**config.mk**
```make
export PLATFORM = sky130hd
export DESIGN_NAME = bist_misr_ora_flat
export DESIGN_NICKNAME = d
export VERILOG_FILES = /design/src/rtl/bist_pkg.sv /design/src/rtl/bist_misr_ora_if.sv /design/src/rtl/bist_misr_ora_misr_step.sv /design/src/rtl/bist_misr_ora.sv /design/src/flat_wrapper.sv
export SDC_FILE = /design/constraint.sdc
export NUM_CORES = 1
export LEC_CHECK = 0
export ABC_AREA = 1
export CAP_MARGIN = 10
export CORE_MARGIN = 3
export CORE_UTILIZATION = 25
export DETAILED_ROUTE_END_ITERATION = 16
export PLACE_DENSITY = 0.45
export SLEW_MARGIN = 20
export SYNTH_ARGS = -nofsm -noshare
export SYNTH_HDL_FRONTEND = slang
export SYNTH_SLANG_ARGS = --single-unit
```
**constraint.sdc**
```tcl
create_clock -name clk -period 2.9 [get_ports clk]
set_clock_uncertainty 0.1 [all_clocks]
set_input_delay 0.58 -clock clk [delete_from_list [all_inputs] [get_ports clk]]
set_output_delay 0.58 -clock clk [all_outputs]
set_load 0.02 [all_outputs]
```
**src/rtl/bist_pkg.sv**
```systemverilog
// Shared BIST definitions: ORA FSM state encoding and MISR defaults.
// Used by the output response analyzer and the pattern-generator checker.
package bist_pkg;

  localparam int BIST_WIDTH = 8;

  // x^8 + x^4 + x^3 + x^2 + 1, implicit x^8 term
  localparam logic [BIST_WIDTH-1:0] MISR_POLY = 8'h1D;

  typedef enum logic [1:0] {
    IDLE    = 2'd0,
    COMPACT = 2'd1,
    COMPARE = 2'd2,
    DONE    = 2'd3
  } state_t;

endpackage

```
**src/rtl/bist_misr_ora_if.sv**
```systemverilog
// Bus between the BIST controller / adder stage and the MISR output response analyzer.
// Handshake: result_in is captured on every rising clk edge where result_valid=1 while the
// analyzer is compacting; there is no ready, and the producer may idle result_valid for any
// number of cycles. start is a one-cycle pulse honoured only when busy=0.
interface bist_misr_ora_if
  import bist_pkg::*;
#(
  parameter int WIDTH = BIST_WIDTH
);

  logic             start;
  logic [WIDTH-1:0] result_in;
  logic             result_valid;
  logic             busy;
  logic             done;
  logic             pass;
  logic [WIDTH-1:0] signature;

  // Controller / producer side
  modport master (
    output start,
    output result_in,
    output result_valid,
    input  busy,
    input  done,
    input  pass,
    input  signature
  );

  // Analyzer side
  modport slave (
    input  start,
    input  result_in,
    input  result_valid,
    output busy,
    output done,
    output pass,
    output signature
  );

endinterface

```
**src/rtl/bist_misr_ora_misr_step.sv**
```systemverilog
// Combinational MISR next-state function: shift left, fold POLY in on MSB carry-out, XOR data.
// Shared with the pattern-generator LFSR checker (data tied to zero there).
module misr_step
  import bist_pkg::*;
#(
  parameter int               WIDTH = BIST_WIDTH,
  parameter logic [WIDTH-1:0] POLY  = MISR_POLY
) (
  input  logic [WIDTH-1:0] sig,
  input  logic [WIDTH-1:0] data,
  output logic [WIDTH-1:0] next
);

  logic [WIDTH-1:0] shifted;
  logic [WIDTH-1:0] feedback;

  assign shifted  = {sig[WIDTH-2:0], 1'b0};
  assign feedback = sig[WIDTH-1] ? POLY : '0;
  assign next     = shifted ^ feedback ^ data;

endmodule

```
**src/rtl/bist_misr_ora.sv**
```systemverilog
// MISR output response analyzer: compacts PATTERNS products into a signature and checks it
// against GOLDEN. Optional abort input is built when BIST_ORA_ABORT_EN is defined.
module bist_misr_ora
  import bist_pkg::*;
#(
  parameter int               WIDTH    = BIST_WIDTH,
  parameter int               PATTERNS = 255,
  parameter logic [WIDTH-1:0] POLY     = MISR_POLY,
  parameter logic [WIDTH-1:0] SEED     = '0,
  parameter logic [WIDTH-1:0] GOLDEN   = '0
) (
  input  logic                 clk,
  input  logic                 rst,
`ifdef BIST_ORA_ABORT_EN
  input  logic                 abort,
`endif
  bist_misr_ora_if.slave       bus,
  output state_t               state_dbg
);

  // Sized so PATTERNS itself is representable; the run ends at PATTERNS-1, so it never wraps.
  localparam int             CW   = $clog2(PATTERNS + 1);
  localparam logic [CW-1:0]  LAST = CW'(PATTERNS - 1);

  state_t           state, state_n;
  logic [WIDTH-1:0] sig, sig_n;
  logic [CW-1:0]    count, count_n;
  logic             done_q, done_n;
  logic             pass_q, pass_n;
  logic [WIDTH-1:0] sig_step;
  logic             abort_req;

`ifdef BIST_ORA_ABORT_EN
  assign abort_req = abort;
`else
  assign abort_req = 1'b0;
`endif

  misr_step #(
    .WIDTH (WIDTH),
    .POLY  (POLY)
  ) u_misr_step (
    .sig  (sig),
    .data (bus.result_in),
    .next (sig_step)
  );

  always_ff @(posedge clk) begin
    if (rst) begin
      state  <= IDLE;
      sig    <= '0;
      count  <= '0;
      done_q <= 1'b0;
      pass_q <= 1'b0;
    end else begin
      state  <= state_n;
      sig    <= sig_n;
      count  <= count_n;
      done_q <= done_n;
      pass_q <= pass_n;
    end
  end

  always_comb begin
    state_n = state;
    sig_n   = sig;
    count_n = count;
    done_n  = done_q;
    pass_n  = pass_q;
    unique case (state)
      IDLE, DONE: begin
        if (bus.start) begin
          sig_n   = SEED;
          count_n = '0;
          done_n  = 1'b0;
          pass_n  = 1'b0;
          state_n = COMPACT;
        end
      end
      COMPACT: begin
        // Abort wins over a beat presented in the same cycle; the signature stays frozen.
        if (abort_req) begin
          done_n  = 1'b1;
          pass_n  = 1'b0;
          state_n = DONE;
        end else if (bus.result_valid) begin
          sig_n   = sig_step;
          count_n = count + CW'(1);
          if (count == LAST) begin
            state_n = COMPARE;
          end
        end
      end
      COMPARE: begin
        done_n  = 1'b1;
        pass_n  = abort_req ? 1'b0 : (sig == GOLDEN);
        state_n = DONE;
      end
      default: state_n = IDLE;
    endcase
  end

  assign bus.busy      = (state == COMPACT) || (state == COMPARE);
  assign bus.done      = done_q;
  assign bus.pass      = pass_q & done_q;
  assign bus.signature = sig;
  assign state_dbg     = state;

endmodule

```
**src/flat_wrapper.sv**
```systemverilog
// flat-port wrapper written by rule: the top's interface ports become plain ports
module bist_misr_ora_flat import bist_pkg::*;
#(
  parameter int               WIDTH    = BIST_WIDTH,
  parameter int               PATTERNS = 255,
  parameter logic [WIDTH-1:0] POLY     = MISR_POLY,
  parameter logic [WIDTH-1:0] SEED     = '0,
  parameter logic [WIDTH-1:0] GOLDEN   = '0
)
  (clk, rst, state_dbg, bus_start, bus_result_in, bus_result_valid, bus_busy, bus_done, bus_pass, bus_signature);
  bist_misr_ora_if #(.WIDTH(WIDTH)) bus_i ();
  input  logic clk;
  input  logic rst;
  output state_t state_dbg;
  input wire logic [$bits(bus_i.start)-1:0] bus_start;
  input wire logic [$bits(bus_i.result_in)-1:0] bus_result_in;
  input wire logic [$bits(bus_i.result_valid)-1:0] bus_result_valid;
  output wire logic [$bits(bus_i.busy)-1:0] bus_busy;
  output wire logic [$bits(bus_i.done)-1:0] bus_done;
  output wire logic [$bits(bus_i.pass)-1:0] bus_pass;
  output wire logic [$bits(bus_i.signature)-1:0] bus_signature;
  assign bus_i.start = bus_start;
  assign bus_i.result_in = bus_result_in;
  assign bus_i.result_valid = bus_result_valid;
  assign bus_busy = bus_i.busy;
  assign bus_done = bus_i.done;
  assign bus_pass = bus_i.pass;
  assign bus_signature = bus_i.signature;
  bist_misr_ora #(.WIDTH(WIDTH), .PATTERNS(PATTERNS), .POLY(POLY), .SEED(SEED), .GOLDEN(GOLDEN)) u_core (.clk(clk), .rst(rst), .bus(bus_i), .state_dbg(state_dbg));
endmodule
```
# Word-level counts from Yosys, hierarchy flattened
# Index checks and enable logic that the tools add are counted.
# Widths: inputs -> output; s select.
[word_totals]
register_bits = 20
wordCells = 38
output_inout_bits = 13
in_bits = 12
[classes]
bitwise_logic = 4
muxes = 13
n_reduce_logical = 8
n_eq_ne = 7
addsub = 1
[op_table]
columns = ["cell", "count"]
rows = [
  ["$pmux 8 s2", 2],
  ["$mux 8", 3],
  ["$xor 8x8->8", 2],
  ["$add 8x1->8 const B", 1],
  ["$eq 8x8->1 const B", 1],
  ["$logic_not 8->1", 1],
  ["$mux 2", 3],
  ["$pmux 2 s3", 1],
  ["$reduce_and 3->1", 2],
  ["$mux 5", 1],
  ["$eq 2x2->1 const B", 2],
  ["$ne 2x2->1 const B", 2],
  ["$pmux 1 s2", 2],
  ["$eq 2x1->1 const B", 1],
  ["$logic_not 2->1", 1],
  ["$ne 2x1->1 const B", 1],
  ["$reduce_and 2->1", 1],
  ["$reduce_bool 2->1", 1],
  ["$reduce_or 2->1", 1],
  ["$and 1x1->1", 1],
  ["$logic_or 1x1->1", 1],
  ["$mux 1", 1],
  ["$not 1->1", 1],
]

# Depth between registers and ports, before layout
[depth]
ltp_word = 5
depth_mapped = 10
depth_no_buf = 10

# Hierarchy
# A second synthesis with hierarchy kept.
[unflattened]
hier_cells = 182
hier_area_um2 = 1232.4
[by_module_without_submodules]
columns = ["module", "cells_per_inst", "seq_area_each_um2", "area_each_um2", "instances"]
rows = [
  ["bist_misr_ora", 152, 400.4, 1091.0, 1],
  ["misr_step", 30, 0.0, 141.4, 1],
]

# Worst setup path after synthesis
# OpenSTA, ideal clock, no wires.
[synth_timing]
path_kind = "reg2out"
start = "register u_core.state[0], in the netlist u_core.state_dbg[0]"
end = "output bus_busy"
arrival_ns = 1.039
slack_ns = 1.181
n_path_buf = 0
path_stages_with_launch = 4
path_cell_list = "dfxtp_1 > inv_1 > ha_1 > inv_1"
[synth_via]
elab_chain_cells = 2
[synth_lines]
columns = ["item", "line", "source"]
rows = [
  ["start: declaration", "bist_misr_ora.sv:25", "state_t state, state_n;"],
  ["start signal: assignment", "bist_misr_ora.sv:56", "state <= state_n;"],
  ["$eq 2x1->1 or $eq 2x2->1 (tied branches)", "bist_misr_ora.sv:103", "assign bus.busy = (state == COMPACT) || (state == COMPARE);"],
  ["$logic_or 1x1->1 *", "bist_misr_ora.sv:103", ""],
  ["end: declaration", "flat_wrapper.sv:18", "output wire logic [$bits(bus_i.busy)-1:0] bus_busy;"],
]
# Mark *: on every way between the ends. The rest lies on a longest branch, timed or not.

# Worst setup path in the final report
# Ends and elaborated chain as after synthesis.

==> metrics.cfg <==
[run_status]
status = finished clean

[clock_network]
hold_buffers = 0
cts_tree = built
cts-resized-gates = 0
root_buffer = clkbuf_8
clk_pin_slew_ns = 0.07
clock_latency_ns = 0.26
postCtsSetupRepairBufs = 0
cts_buffer_depth = 2
cts_num_sinks = 20
numCtsBuffers = 3
htreeDepth = 1

[worst_setup_path]
worstSetupPathType = flop to primary output
cp.arrival_ns = 1.73
crit_chain = inv_1 > ha_1 > inv_1 > clkdlybuf4s50_1
cp.buffers_inverters = 3
worstPathRequired_ns = 2.22
cp_top_family = buffers and inverters
slowest_delay_ns = 0.60
crit_path_start_kind = flop
end_kind = primary output
path_common_cell = inv_1
cp_max_fo = 5
crit_slowest_cell = clkdlybuf4s50_1

[timing]
period_needed_ns = 2.41
tightest_slew_ns = 0.330
slew_viol_final = 0
fin_setup_tns_ns = 0
hold_viol = 0
fin_crit_sh_pct = 83.1
slew_headroom_pct = 77.8
fmax_mhz = 415
finalSetupViolCount = 0
rsz0062_at_grt = false

[place]
dpl.cell_count = 236
place.port_buffers = 24
dp_hpwl_um = 2010
dpl-instance-area_mm2 = 0.00142
gp_congestion = 0.783

[die]
die_height_um = 73.3
pin_count = 25
placementRows = 23
die_w_um = 73.3
start_util_pct = 27.1
dieArea_mm2 = 0.00537
core_area_mm2 = 0.00417

[detailed_routing]
route.detailed.drc = 0
drt-total-wl_um = 2560
wire_per_inst_um = 10.7
drtPass1Iterations = 4
via_per_inst = 4.55
ant_nets = 0
vias = 1093
drt_iter0_markers = 36

[finish]
fin_area_mm2 = 0.00147
final_cells = 240
area_growth_pct = 30.2
multi_input_area_um2 = 616
fillCellCount = 441
drive_gt1_share_pct = 7.89
diodes = 0
final_cell_mix = 35 x nand2_1, 24 x clkdlybuf4s50_1, 23 x nor2_1, 22 x inv_1, 20 x dfxtp_1
final_nets = 208
ff_latch_area_um2 = 400
fin_util_pct = 35.3
final_common_cell = nand2_1

[global_route]
grt_pass1_vias = 1056
grt_usage_pct = 10.4
grt_pass1_wl_um = 4520
grt_max_degree = 16
overflow = 0
grt_antenna_before_repair = 0

[power_and_ir_drop]
p_leak_nw = 0.590
ir_worst_vdd_mv = 0.265
powerDensity_mw_per_mm2 = 795
pwr-share-comb_pct = 50.1
power_frac_clock_pct = 18.2
seq_power_share_pct = 31.7
p_switching_uw = 504
swShare_pct = 43.0
power.internal_uw = 668

[logic_synthesis]
synthSimpleGateAreaFrac_pct = 32.6
yosysSeqAreaShare_pct = 35.4
synth-compound-area-share_pct = 10.8
synthAdderAreaFrac_pct = 5.52
synthXorXnorAreaFrac_pct = 5.41
syn_nets = 180
yosys_warnings = 0
synth_area_mm2 = 0.00113
synthCells = 163
synth_top_family_by_area = simple AND/OR/NAND/NOR gates
synth.area.mux_share_pct = 0
ys_types = 25
syn_avg_cell_area_um2 = 6.95
ys_ff_latch = 20

[flow_run]
drv_cap = 0

[min_path]
min_path_type = flop to flop

-- flip-flops by register name, indices dropped and copies added (netlist names) --
register,count
u_core.bus.done,1
u_core.count,8
u_core.bus.signature,8
u_core.pass_q,1
u_core.state_dbg,2
-- synth_stat cells, drive strengths merged --
cell    instances  area [um^2]
a21oi          18         97.6
or2             2         12.5
o21bai          1         7.51
a21o            1         7.51
nand4           4         25.0
xnor2           6         52.6
xor2            1         8.76
nand3          12         60.1
o21ai           2         10.0
dfxtp          20          400
inv            24         92.6
buf             1         20.0
ha              5         62.6
nand2          39          161
nor3            1         5.00
clkbuf          1         3.75
nor2           24         97.6
nand3b          1         7.51
-- power groups by stage --
stage | sequential (mW) | combinational, mW | clock [mW]
final | 0.371 | 0.588 | 0.213
after global routing | 0.380 | 0.658 | 0.232
after CTS | 0.372 | 0.602 | 0.220
after detailed placement | 0.378 | 0.601 | 0
after global placement | 0.377 | 0.597 | 0
after floorplan | 0.411 | 0.409 | 0
-- per-stage QoR --
| step | total power [mW] | worst slack, ns | hold WS, ns |
|---|---|---|---|
| after floorplan | 0.821 | 1.18 | 0.339 |
| final | 1.17 | 0.489 | 0.365 |
| after global routing | 1.27 | 0.413 | 0.398 |
| after CTS | 1.19 | 0.464 | 0.368 |
| after detailed placement | 0.979 | 0.754 | 0.356 |
| after global placement | 0.975 | 0.771 | 0.359 |
-- worst min-delay path: stages (launching register included) --
cell and delay (ns):
dfxtp_1 0.31, nand2_1 0.06, a21oi_1 0.05
-- per-layer routing --
metal	GRT usage [%]	share of wire (%)	vias to the layer above	routed length, um
met2	17.8	48	18	1220
met4	3.02	1.1	0	29
met1	12.7	47	501	1210
met5	0	0	-	0
li1	-	-	569	-
met3	3.01	3.9	5	99
-- logic make-up after synthesis --
kind of cell               count (synthesis)
xor gates and xnor gates                   7
AOI/OAI and AO/OA                         22
buffers and inverters                     26
DFF                                       20
adders and majority gates                  5
and+or+nand+nor                           83
-- path summary, 6_finish.rpt --
check,depth (start not counted),slack [ns],from,endpoint
worst max register to register,8,1.14,u_core.state_dbg[0],u_core.count[5]
worst min register to register,2,0.37,u_core.count[7],u_core.count[7]
worst min-delay path,2,0.37,u_core.count[7],u_core.count[7]
worst max-delay path,4,0.49,u_core.state_dbg[0],bus_busy
-- area by class of cell --
class	instances	area share (%)
Clock buffer	4	3.74
Inverter	24	6.28
Tap cell	50	4.24
Timing Repair Buffer	25	16.8
Multi-Input combinational cell	117	41.8
Sequential cell	20	27.2
Power figures use the tool's default switching activity.
